<file path="config.mk">
export PLATFORM = sky130hd
export DESIGN_NAME = hex_keypad_emulator
export DESIGN_NICKNAME = d
export VERILOG_FILES = /design/src/rtl/hex_keypad_pkg.sv /design/src/rtl/hex_keypad_sync2.sv /design/src/rtl/hex_keypad_emulator.sv
export SDC_FILE = /design/constraint.sdc
export NUM_CORES = 1
export LEC_CHECK = 0
export ABC_AREA = 1
export BUFFER_PORTS_ARGS = -buffer_cell sky130_fd_sc_hd__buf_2
export CORE_AREA = 3 3 78 80
export DETAILED_ROUTE_END_ITERATION = 6
export DIE_AREA = 0 0 81 83
export GPL_ROUTABILITY_DRIVEN = 0
export GPL_TIMING_DRIVEN = 0
export HOLD_SLACK_MARGIN = 0.06
export PLACE_DENSITY = 0.74
export SLEW_MARGIN = 20
export SYNTH_ARGS = -nofsm -noshare
export SYNTH_HDL_FRONTEND = slang
export SYNTH_SLANG_ARGS = --single-unit
</file>
<file path="constraint.sdc">
create_clock -name clock -period 2.3 [get_ports clock]
set_input_delay 0.23 -clock clock [delete_from_list [all_inputs] [get_ports clock]]
set_output_delay 0.23 -clock clock [all_outputs]
set_load 0.01 [all_outputs]
</file>
<file path="src/rtl/hex_keypad_pkg.sv">
// rtl/hex_keypad_pkg.sv - shared types, widths and key decode helpers for the hex keypad emulator
package hex_keypad_pkg;

    localparam int KEY_W = 4;
    localparam int ROW_W = 4;
    localparam int COL_W = 4;

    localparam logic [4:0] ST_IDLE       = 5'b00001;
    localparam logic [4:0] ST_BOUNCE_IN  = 5'b00010;
    localparam logic [4:0] ST_HOLD       = 5'b00100;
    localparam logic [4:0] ST_BOUNCE_OUT = 5'b01000;
    localparam logic [4:0] ST_GAP        = 5'b10000;

    typedef enum logic [4:0] {
        S_IDLE       = ST_IDLE,
        S_BOUNCE_IN  = ST_BOUNCE_IN,
        S_HOLD       = ST_HOLD,
        S_BOUNCE_OUT = ST_BOUNCE_OUT,
        S_GAP        = ST_GAP
    } state_t;

    // Row line index a key lives on
    function automatic logic [1:0] key_row(input logic [KEY_W-1:0] code);
        return code[3:2];
    endfunction

    // Column line index a key lives on
    function automatic logic [1:0] key_col(input logic [KEY_W-1:0] code);
        return code[1:0];
    endfunction

endpackage

</file>
<file path="src/rtl/hex_keypad_sync2.sv">
// rtl/hex_keypad_sync2.sv - generic 1-bit two-flop synchronizer with synchronous reset
module hex_keypad_sync2 (
    input  logic clock,
    input  logic reset,
    input  logic d,
    output logic q
);

    logic meta;

    // Two-stage shift; both stages clear on reset
    always_ff @(posedge clock) begin
        if (reset) begin
            meta <= 1'b0;
            q    <= 1'b0;
        end else begin
            meta <= d;
            q    <= meta;
        end
    end

endmodule

</file>
<file path="src/rtl/hex_keypad_emulator.sv">
// rtl/hex_keypad_emulator.sv - passive 4x4 keypad model driving Row from Col with bounce, hold and gap
import hex_keypad_pkg::*;

module hex_keypad_emulator #(
    parameter int HOLD_W        = 16,
    parameter int BOUNCE_CYCLES = 4,
    parameter int GAP_CYCLES    = 8
) (
    input  logic              clock,
    input  logic              reset,
    input  logic [COL_W-1:0]  Col,
    input  logic [KEY_W-1:0]  key_code,
    input  logic [HOLD_W-1:0] hold_len,
    input  logic              press_req,
    output logic              press_ack,
    output logic              busy,
    output logic              done,
    output logic              contact,
    output logic [ROW_W-1:0]  Row,
    output logic              S_Row
);

    localparam logic [HOLD_W-1:0] BOUNCE_LOAD = HOLD_W'((BOUNCE_CYCLES > 0) ? BOUNCE_CYCLES - 1 : 0);
    localparam logic [HOLD_W-1:0] GAP_LOAD    = HOLD_W'((GAP_CYCLES > 0) ? GAP_CYCLES - 1 : 0);
    localparam logic [HOLD_W-1:0] ONE         = HOLD_W'(1);

    state_t             state, state_next;
    logic [HOLD_W-1:0]  cnt, cnt_next;
    logic [HOLD_W-1:0]  hold_r, hold_in;
    logic [KEY_W-1:0]   key_r;
    logic               contact_next;
    logic               ack_next, done_next, latch;

    assign hold_in = (hold_len == '0) ? ONE : hold_len;
    assign busy    = (state != S_IDLE);

    // Next state, phase counter reload, and the contact waveform for the next cycle
    always_comb begin
        state_next   = state;
        cnt_next     = cnt;
        contact_next = contact;
        ack_next     = 1'b0;
        done_next    = 1'b0;
        latch        = 1'b0;
        case (state)
            S_IDLE: begin
                contact_next = 1'b0;
                if (press_req) begin
                    latch        = 1'b1;
                    ack_next     = 1'b1;
                    contact_next = 1'b1;
                    if (BOUNCE_CYCLES == 0) begin
                        state_next = S_HOLD;
                        cnt_next   = hold_in - ONE;
                    end else begin
                        state_next = S_BOUNCE_IN;
                        cnt_next   = BOUNCE_LOAD;
                    end
                end
            end
            S_BOUNCE_IN: begin
                if (cnt == '0) begin
                    state_next   = S_HOLD;
                    cnt_next     = hold_r - ONE;
                    contact_next = 1'b1;
                end else begin
                    cnt_next     = cnt - ONE;
                    contact_next = ~contact;
                end
            end
            S_HOLD: begin
                if (cnt == '0) begin
                    contact_next = 1'b0;
                    if (BOUNCE_CYCLES == 0) begin
                        state_next = S_GAP;
                        cnt_next   = GAP_LOAD;
                    end else begin
                        state_next = S_BOUNCE_OUT;
                        cnt_next   = BOUNCE_LOAD;
                    end
                end else begin
                    cnt_next     = cnt - ONE;
                    contact_next = 1'b1;
                end
            end
            S_BOUNCE_OUT: begin
                if (cnt == '0) begin
                    state_next   = S_GAP;
                    cnt_next     = GAP_LOAD;
                    contact_next = 1'b0;
                end else begin
                    cnt_next     = cnt - ONE;
                    contact_next = ~contact;
                end
            end
            S_GAP: begin
                contact_next = 1'b0;
                if (cnt == '0) begin
                    state_next = S_IDLE;
                    done_next  = 1'b1;
                end else begin
                    cnt_next = cnt - ONE;
                end
            end
            default: begin
                state_next   = S_IDLE;
                contact_next = 1'b0;
            end
        endcase
    end

    // State register, latched request and registered pulses
    always_ff @(posedge clock) begin
        if (reset) begin
            state     <= S_IDLE;
            cnt       <= '0;
            contact   <= 1'b0;
            key_r     <= '0;
            hold_r    <= '0;
            press_ack <= 1'b0;
            done      <= 1'b0;
        end else begin
            state     <= state_next;
            cnt       <= cnt_next;
            contact   <= contact_next;
            press_ack <= ack_next;
            done      <= done_next;
            if (latch) begin
                key_r  <= key_code;
                hold_r <= hold_in;
            end
        end
    end

    // Only the latched key's row follows its column, gated by the switch contact
    always_comb begin
        Row = '0;
        Row[key_row(key_r)] = contact & Col[key_col(key_r)];
    end

    hex_keypad_sync2 u_sync (
        .clock (clock),
        .reset (reset),
        .d     (|Row),
        .q     (S_Row)
    );

endmodule
</file>
* Yosys cells after proc, flatten, opt, wreduce, memory -nomap -nowiden
Index checks and enable logic that the tools add are counted.
** Storage, ports and cells
- Register bits :: 46
- Logic and storage cells :: 62
** Cells by class
- Add/sub/neg operators :: 2
- $lt $le $gt $ge :: 3
- Equal/unequal tests :: 12
- Muxes and demuxes :: 24
- Bitwise operators :: 4
- Reduce and logical (&&, ||, !) cells :: 8
** Operator list (count)
- 2-to-1 mux 16 bit :: 6
- case mux 16 bit (5 select lines) :: 1
- logical NOT 16 bit :: 2
- subtractor 16 x 1 -> 16 bit (second input constant) :: 2
- 2-to-1 mux 5 bit :: 5
- case mux 5 bit (5 select lines) :: 1
- inequality test 2 bit (second input constant) :: 6
- 2-to-1 mux 1 bit :: 8
- < comparator 2 x 3 -> 1 bit (second input constant) :: 2
- == test 5 x 1 -> 1 bit (second input constant) :: 1
- == test 5 x 2 -> 1 bit (second input constant) :: 1
- == test 5 x 3 -> 1 bit (second input constant) :: 1
- == test 5 x 4 -> 1 bit (second input constant) :: 1
- == test 5 bit (second input constant) :: 1
- inequality test 5 x 1 -> 1 bit (second input constant) :: 1
- AND reduction 5 bit :: 1
- nonzero test 5 bit :: 1
- AND 4 bit :: 1
- case mux 1 bit (4 select lines) :: 1
- OR reduction 4 bit :: 1
- AND reduction 3 bit :: 1
- binary-select mux 1 bit (select 2 bit) :: 1
- demux 1 bit (select 2 bit) :: 1
- >= comparator 2 x 1 -> 1 bit (second input constant) :: 1
- other kinds (4) :: 5

* Depth between registers and ports, before layout
Gate-level depths: netlist (run 1).
- Word-level depth :: 6
- Gate-level depth with buffers :: 13

* Modules after synthesis
From an unflattened synthesis (run 1), not the netlist that was laid out.
** Second synthesis, totals
- Cell total of the unflattened synthesis :: 451
- Area, all modules :: 2803.9 um^2
** By module, submodules not included
- hex_keypad_emulator :: instances 1, cells each 445, area an instance 2748.9 um^2, seq. area each 880.8 um^2
- hex_keypad_sync2 :: instances 1, cells each 6, area an instance 55.1 um^2, seq. area each 40.0 um^2

* Worst setup path after synthesis (run 1)
OpenSTA, ideal clock, no wires.
- Path type :: reg-to-reg
- Start point :: register cnt[0]
- End point :: register cnt[14]
- Library setup time :: 133 ps
- Arrival :: 1466 ps
- Required time :: 2167 ps
- Setup slack :: 701 ps
- Stages on the path, launching flop included :: 13
- Clock period less this slack :: 1599 ps
- Path through :: dfxtp_1 inv_1 ha_1 inv_1 nor2_1 nand3_1 nor2_1 nand3b_1 nand3_4 nor2_4 buf_8 nand2_2 a21oi_2
** On the way
- Word-level cells in the longest chain between the ends :: 3
** Ends and longest elaborated chain
- start: declaration :: RTL line hex_keypad_emulator.sv:28 : logic [HOLD_W-1:0] cnt, cnt_next;
- start signal: assignment :: RTL line hex_keypad_emulator.sv:124 : cnt <= cnt_next;
- subtractor 16 x 1 -> 16 bit / logical NOT 16 bit (equally long branches)
- 2-to-1 mux 16 bit, or another cell as far along :: RTL line hex_keypad_emulator.sv:98 : if (cnt == '0) begin
- case mux 16 bit (5 select lines) / AND reduction 3 bit (equally long branches)
Parallel ways exist; a longest one is shown, timed or not. The select of a mux whose other input is x is not followed.
A chain may end at the register's enable or synchronous reset.

* Worst setup path in the final report (run 1)
Ends and elaborated chain as after synthesis.

==> run metrics, run 1 <==
DRT iter0 DRCs=just under 200; Crit path largest cell delay=0.35 ns; WP depth=12; Pins Over Slew Limit=0; most used cell, CP=nor2_1; Yosys top cell by area=dfxtp_1; total die area=just under 7000 um^2; vias after detailed routing=2951; Required @ worst endpoint=2.54 ns; fin crit period=1.98 ns; DP Worst Slack=roughly 0.37 ns; RR Endpoint=cnt[14]; VDD IR max=a little under 500 uV; clk slew on worst S/H paths=~0.090 ns; total placed cells including tap cells=574; Initial Util=0.541; Cell Chain, Critical Path=inv_1 -> ha_1 -> inv_1 -> nor2_1 -> nand3_1 -> nor2_1 -> nand2_1 -> nor2_1 -> nand3_1 -> nand2_1 -> nand2_2 -> a21oi_2; dominant cells by area after synthesis=dfxtp_1 31%, nand2_1 16%, nor2_1 11%, inv_1 6.6%, nand3_1 4.2%; WS Path Type=register to register; antenna-violating nets left=0; DRC Markers=0; CTS Root Cell=clkbuf_8; Clock Sink Count=46; first-pass GRT wire length=12.5 mm; IO buf count=34; NumNets Final=539; Max Clk Rate=slightly above 500 MHz; GRT Util Overall=0.235; #FFs+latches synth=46; Post-Syn Area=2960 um^2; Max Cap Violations=0; reg2reg start=cnt[0]; Wirelength per Cell=12.7 um; Detailed Place HPWL=5.82 mm; vias in the first global route=~2700; mean post-synth cell area=6.33 um^2; Routed WL=7.37 mm; reg-to-reg slack, setup=0.32 ns; clock latency on the worst-skew pair=0.30 ns; H-tree Lvls=2; area delta synth->final=12.5%; RSZ-0062 raised after global routing=no; die height=slightly above 80 um; clk_skew=0.0136 ns; TNS Setup=0 ns; Fin. Hold Viols=0; setup bufs post-CTS=0; area of the core=5470 um^2; layout cells sized above 1=0.176; end point of the critical path=cnt[14]; DR vias/cell=5.07; period utilization=0.861; crit path buf inv count=2; Pleak=1.64 nW; post-cts gate resize count=0; Net Count, Synth=between 400 and 500; Worst setup EP type=register; sequential fraction of the synthesis area=0.311; Yosys top cell area share=0.311; status=completed; Hold Path Class=primary input to register; io pins=36; final setup violation count=0; initial antenna violation count=0; critical path arrival=2.22 ns; fin cells=between 500 and 600; largest net degree at the start of global routing=15; R2R cell count=12; Max Fanout on Critical Path=4; synth unique cells=32; Pwr Density=around 830 nW/um^2; TritonCTS Buffers=5; Startpoint Class=register; maximum buffer depth of the clock tree=2; CTS tree=yes; Mapped Cells=468; Largest delay share family, worst path=simple AND/OR/NAND/NOR gates; ANT cells=0; Tightest Pin Transition=0.651 ns; Horiz. Die Dim=81 um; fin worst setup slack=between 0.3 and 0.4 ns; Slew HR=0.566; TritonRoute pass-1 iters=4; gr ovfl total=0; cts hold-fix bufs=0; CP max-delay cell=dfxtp_1; Critical Path Source=cnt[0]; Hold Path Origin=hold_len[11]; Synth Warn #=0; Core Rows=27
==> state kept, by name, indices dropped and copies added, names as in the netlist <==
name and cells:
contact 1, state 5, press_ack 1, u_sync.meta 1
cnt 16, key_r 4, done 1, hold_r 16
u_sync.q 1
==> through the flow <==
step | power [mW] | area [um^2] | hold WS, ns | util
2_1_floorplan | 1.90 | 2960 | 0.343 | -
3_3_place_gp | 2.16 | 3220 | 0.393 | 0.589
3_5_place_dp | 2.18 | 3220 | 0.397 | 0.589
4_1_cts | 2.80 | 3330 | 0.130 | 0.609
5_1_grt | 3.02 | 3330 | 0.154 | 0.609
6_report | 2.78 | 3330 | 0.146 | 0.609
==> placed cells by master, fill, tap and decap left out, drive strengths merged <==
cell type | Yosys | layout
buf | 7 | 41
dfxtp | 46 | 46
nor3 | 7 | 7
nor4 | 4 | 4
bufinv | 0 | 1
or2 | 1 | 1
clkbuf | 4 | 10
inv | 55 | 55
a21oi | 22 | 22
ha | 3 | 3
o31ai | 6 | 6
clkinvlp | 0 | 1
nand2 | 141 | 141
o21ai | 21 | 21
nand4 | 6 | 6
xor2 | 9 | 9
nand3b | 3 | 3
nor2 | 92 | 92
a211oi | 7 | 7
nand3 | 30 | 30
xnor2 | 3 | 3
o32ai | 1 | 1
==> report_power, final <==
group	total [mW]	internal, mW	switching (mW)
registers	0.984	0.896	0.0884
clock network	0.604	0.324	0.279
logic	1.19	0.404	0.790
==> cells in the mapped netlist <==
| master | count |
|---|---|
| nand2_1 | 128 |
| nor2_1 | 83 |
| inv_1 | 52 |
| dfxtp_1 | 46 |
| nand3_1 | 25 |
| o21ai_0 | 20 |
| nand2_2 | 13 |
| a21oi_1 | 12 |
| a21oi_2 | 10 |
| xor2_1 | 9 |
| a211oi_1 | 7 |
| nor2_2 | 7 |
| nor3_1 | 7 |
| o31ai_1 | 6 |
| nand4_1 | 5 |
| clkbuf_1 | 4 |
| nor4_1 | 4 |
| buf_2 | 3 |
| ha_1 | 3 |
| inv_2 | 3 |
| nand3_2 | 3 |
| nand3b_1 | 3 |
| xnor2_1 | 3 |
| buf_4 | 2 |
| nand3_4 | 2 |
| nor2_4 | 2 |
| buf_1 | 1 |
| buf_8 | 1 |
| nand4_2 | 1 |
| o21ai_2 | 1 |
| o32ai_1 | 1 |
| or2_4 | 1 |
==> layer usage <==
layer	up-vias	GRT usage	wire (um)
li1	1564	-	-
met1	1307	0.326	3580
met2	69	0.364	3320
met3	11	0.0412	344
met4	0	0.0799	125
met5	-	0	0
==> layout make-up <==
cell class,count,area [um^2]
clock buffer,6,72.6
timing repair buffer,34,170
clock inverter,2,37.5
buffer,11,63.8
inverter,55,206
multi-input combinational,356,1770
sequential,46,921
fill,558,2140
tap,72,90.1
==> cells by family (layout without fill, tap and decap cells) <==
group | Yosys count | after routing | synth area share
AND/OR/NAND/NOR | 284 | 284 | 0.427
buffers and inverters | 66 | 108 | 0.0912
AO/OA/AOI/OAI | 57 | 57 | 0.123
flip-flops | 46 | 46 | 0.311
XOR/XNOR | 12 | 12 | 0.0355
adder cells (fa/ha/maj) | 3 | 3 | 0.0127
==> how the worst min path moves through the flow <==
| stage | to | slack (ns) | cells after the start |
|---|---|---|---|
| after floorplan | hold_r[11] | 0.34 | 2 |
| after global placement | u_sync.q | 0.39 | 2 |
| after detailed placement | u_sync.q | 0.40 | 2 |
| after CTS | hold_r[8] | 0.13 | 3 |
| after global routing | hold_r[8] | 0.15 | 3 |
| final | hold_r[11] | 0.15 | 3 |
==> tightest hold or removal path: stages <==
cell and delay [ns]:
buf_2 0.09, nand2_1 0.05, o31ai_1 0.05
No activity file was read; power rests on OpenSTA's default activity.
==> run 2: changes to the inputs <==
Settings changed: CTS_BUF_LIST from default to sky130_fd_sc_hd__clkbuf_4.
==> run 2 against run 1 <==
Net effect: hold slack worse by 0.057 ns; non-clock buffer count stayed put; sequential cell count did not move; combinational power barely moved; routed wire length decreased by 0.22%; first-iteration DRC count is 24% lower.
==> run metrics, run 2 (synthesis gave the netlist of run 1 again) <==
Max Fanout on Critical Path=4 (unchanged); Initial Util=0.541 (unchanged); TritonRoute pass-1 iters=4 (unchanged); cts hold-fix bufs=0 (unchanged); most frequent cells in the layout=128 x nand2_1, 83 x nor2_1, 52 x inv_1; DRC Markers=0 (unchanged); layout cells sized above 1=0.178 (+0.00196); setup bufs post-CTS=0 (unchanged); Fin. Hold Viols=0 (unchanged); ANT cells=0 (unchanged); Clock Sink Count=46 (unchanged); Hold WS=0.0894 ns (-0.0565 ns); largest net degree at the start of global routing=15 (unchanged); DRT iter0 DRCs=148 (-24%); H-tree Lvls=2 (unchanged); Pleak=1.63 nW (-0.58%); Pins Over Slew Limit=0 (unchanged); Tightest Pin Transition=0.650 ns (-0.00120 ns); fin crit period=1.99 ns (+0.00774 ns); crit path buf inv count=2 (unchanged); TritonCTS Buffers=5 (unchanged); CTS tree=yes; Max Cap Violations=0 (unchanged); VDD IR max=490 uV (+0.33%); most used cell, CP=nor2_1; most common cell after layout, fill and taps aside=nand2_1; status=completed; CTS Root Cell=clkbuf_4; WS Path Type=register to register; biggest regs=cnt x16, hold_r x16, state x5; TNS Setup=0 ns (unchanged); gr ovfl total=0 (unchanged); clk_skew=0.0187 ns (+0.00516 ns); vias in the first global route=2745 (+0.37%); IO buf count=34 (unchanged); Crit path largest cell delay=0.37 ns (+0.02 ns); Wirelength per Cell=12.6 um (-0.22%); Slew HR=0.567 (+0.000801); critical path arrival=2.29 ns (+0.07 ns); Hold Path Class=primary input to register; Cell Chain, Critical Path=inv_1 -> ha_1 -> inv_1 -> nor2_1 -> nand3_1 -> nor2_1 -> nand2_1 -> nor2_1 -> nand3_1 -> nand2_1 -> nand2_2 -> a21oi_2; DR vias/cell=5.04 (-0.51%); antenna-violating nets left=0 (unchanged); Pwr Density=811 nW/um^2 (-2.8%); io pins=36 (unchanged); area delta synth->final=11.6%; maximum buffer depth of the clock tree=2 (unchanged); clk slew on worst S/H paths=0.15 ns (+0.06 ns); Routed WL=7.35 mm (-0.22%); Max Clk Rate=503 MHz (-0.39%); Largest delay share family, worst path=simple AND/OR/NAND/NOR gates; Horiz. Die Dim=81 um (unchanged); Startpoint Class=register; Required @ worst endpoint=2.61 ns (+0.07 ns); Core Rows=27 (unchanged); Fillers=561 (+0.54%); Worst setup EP type=register; GRT Util Overall=0.233 (-0.00221); clock latency on the worst-skew pair=0.36 ns (+0.06 ns); die height=83 um (unchanged); period utilization=0.865 (+0.00336); total die area=6720 um^2 (unchanged); initial antenna violation count=0 (unchanged); post-cts gate resize count=0 (unchanged); final setup violation count=0 (unchanged); first-pass GRT wire length=12.4 mm (-0.44%); RSZ-0062 raised after global routing=no; Detailed Place HPWL=5.82 mm (unchanged); area of the core=5470 um^2 (unchanged); CP max-delay cell=dfxtp_1; vias after detailed routing=2936 (-0.51%); NumNets Final=539 (unchanged)
-- run 2: cell counts in the layout (fill, tap and decap cells not counted) --
Identical to the previous run, type by type.
-- run 2: final cells by class --
cell class | count | area, um^2 | area share
inverter | 55 | 206 | 0.0625
timing repair buffer | 34 | 170 | 0.0515
clock inverter | 2 | 37.5 | 0.0114
clock buffer | 6 | 45.0 | 0.0136
tap | 72 | 90.1 | 0.0273
buffer | 11 | 63.8 | 0.0193
sequential | 46 | 921 | 0.279
multi-input combinational | 356 | 1770 | 0.536
-- run 2: metrics by stage --
step,std cells,power [mW],setup WS [ns],instance area [um^2],util
2_1_floorplan,468,1.90,0.701,2960,-
6_report,582,2.68,0.311,3300,0.604
3_3_place_gp,574,2.16,0.387,3220,0.589
4_1_cts,582,2.70,0.341,3300,0.604
5_1_grt,582,2.91,0.0843,3300,0.604
3_5_place_dp,574,2.18,0.373,3220,0.589
-- run 2: worst reg2reg max path, delay by kind of cell, from the launching register on --
kind	cells	cell delay (ns)
compound gates	1	0.10
fa+ha+maj	1	0.21
buf+inv	2	0.16
flops	1	0.37
simple gates	8	1.11
-- run 2: path summary, 6_finish.rpt --
| kind | from | endpoint | slack, ns | cells after the start |
|---|---|---|---|---|
| max | cnt[0] | cnt[14] | 0.31 | 12 |
| min | hold_len[11] | hold_r[11] | 0.09 | 3 |
| max reg2reg | cnt[0] | cnt[14] | 0.31 | 12 |
| min reg2reg | u_sync.meta | u_sync.q | 0.41 | 2 |
-- run 2: power breakdown --
part           switching, mW  internal [mW]  leakage [nW]
registers             0.0865          0.896         0.376
logic                  0.791          0.404          1.22
clock network          0.262          0.241        0.0419
total                   1.14           1.54          1.63
-- run 2: per-layer routing --
layer / GRT usage / wire length, um
met1: 0.323 / 3520
met3: 0.0390 / 378
met2: 0.368 / 3350
met4: 0.0661 / 104
met5: 0 / 0
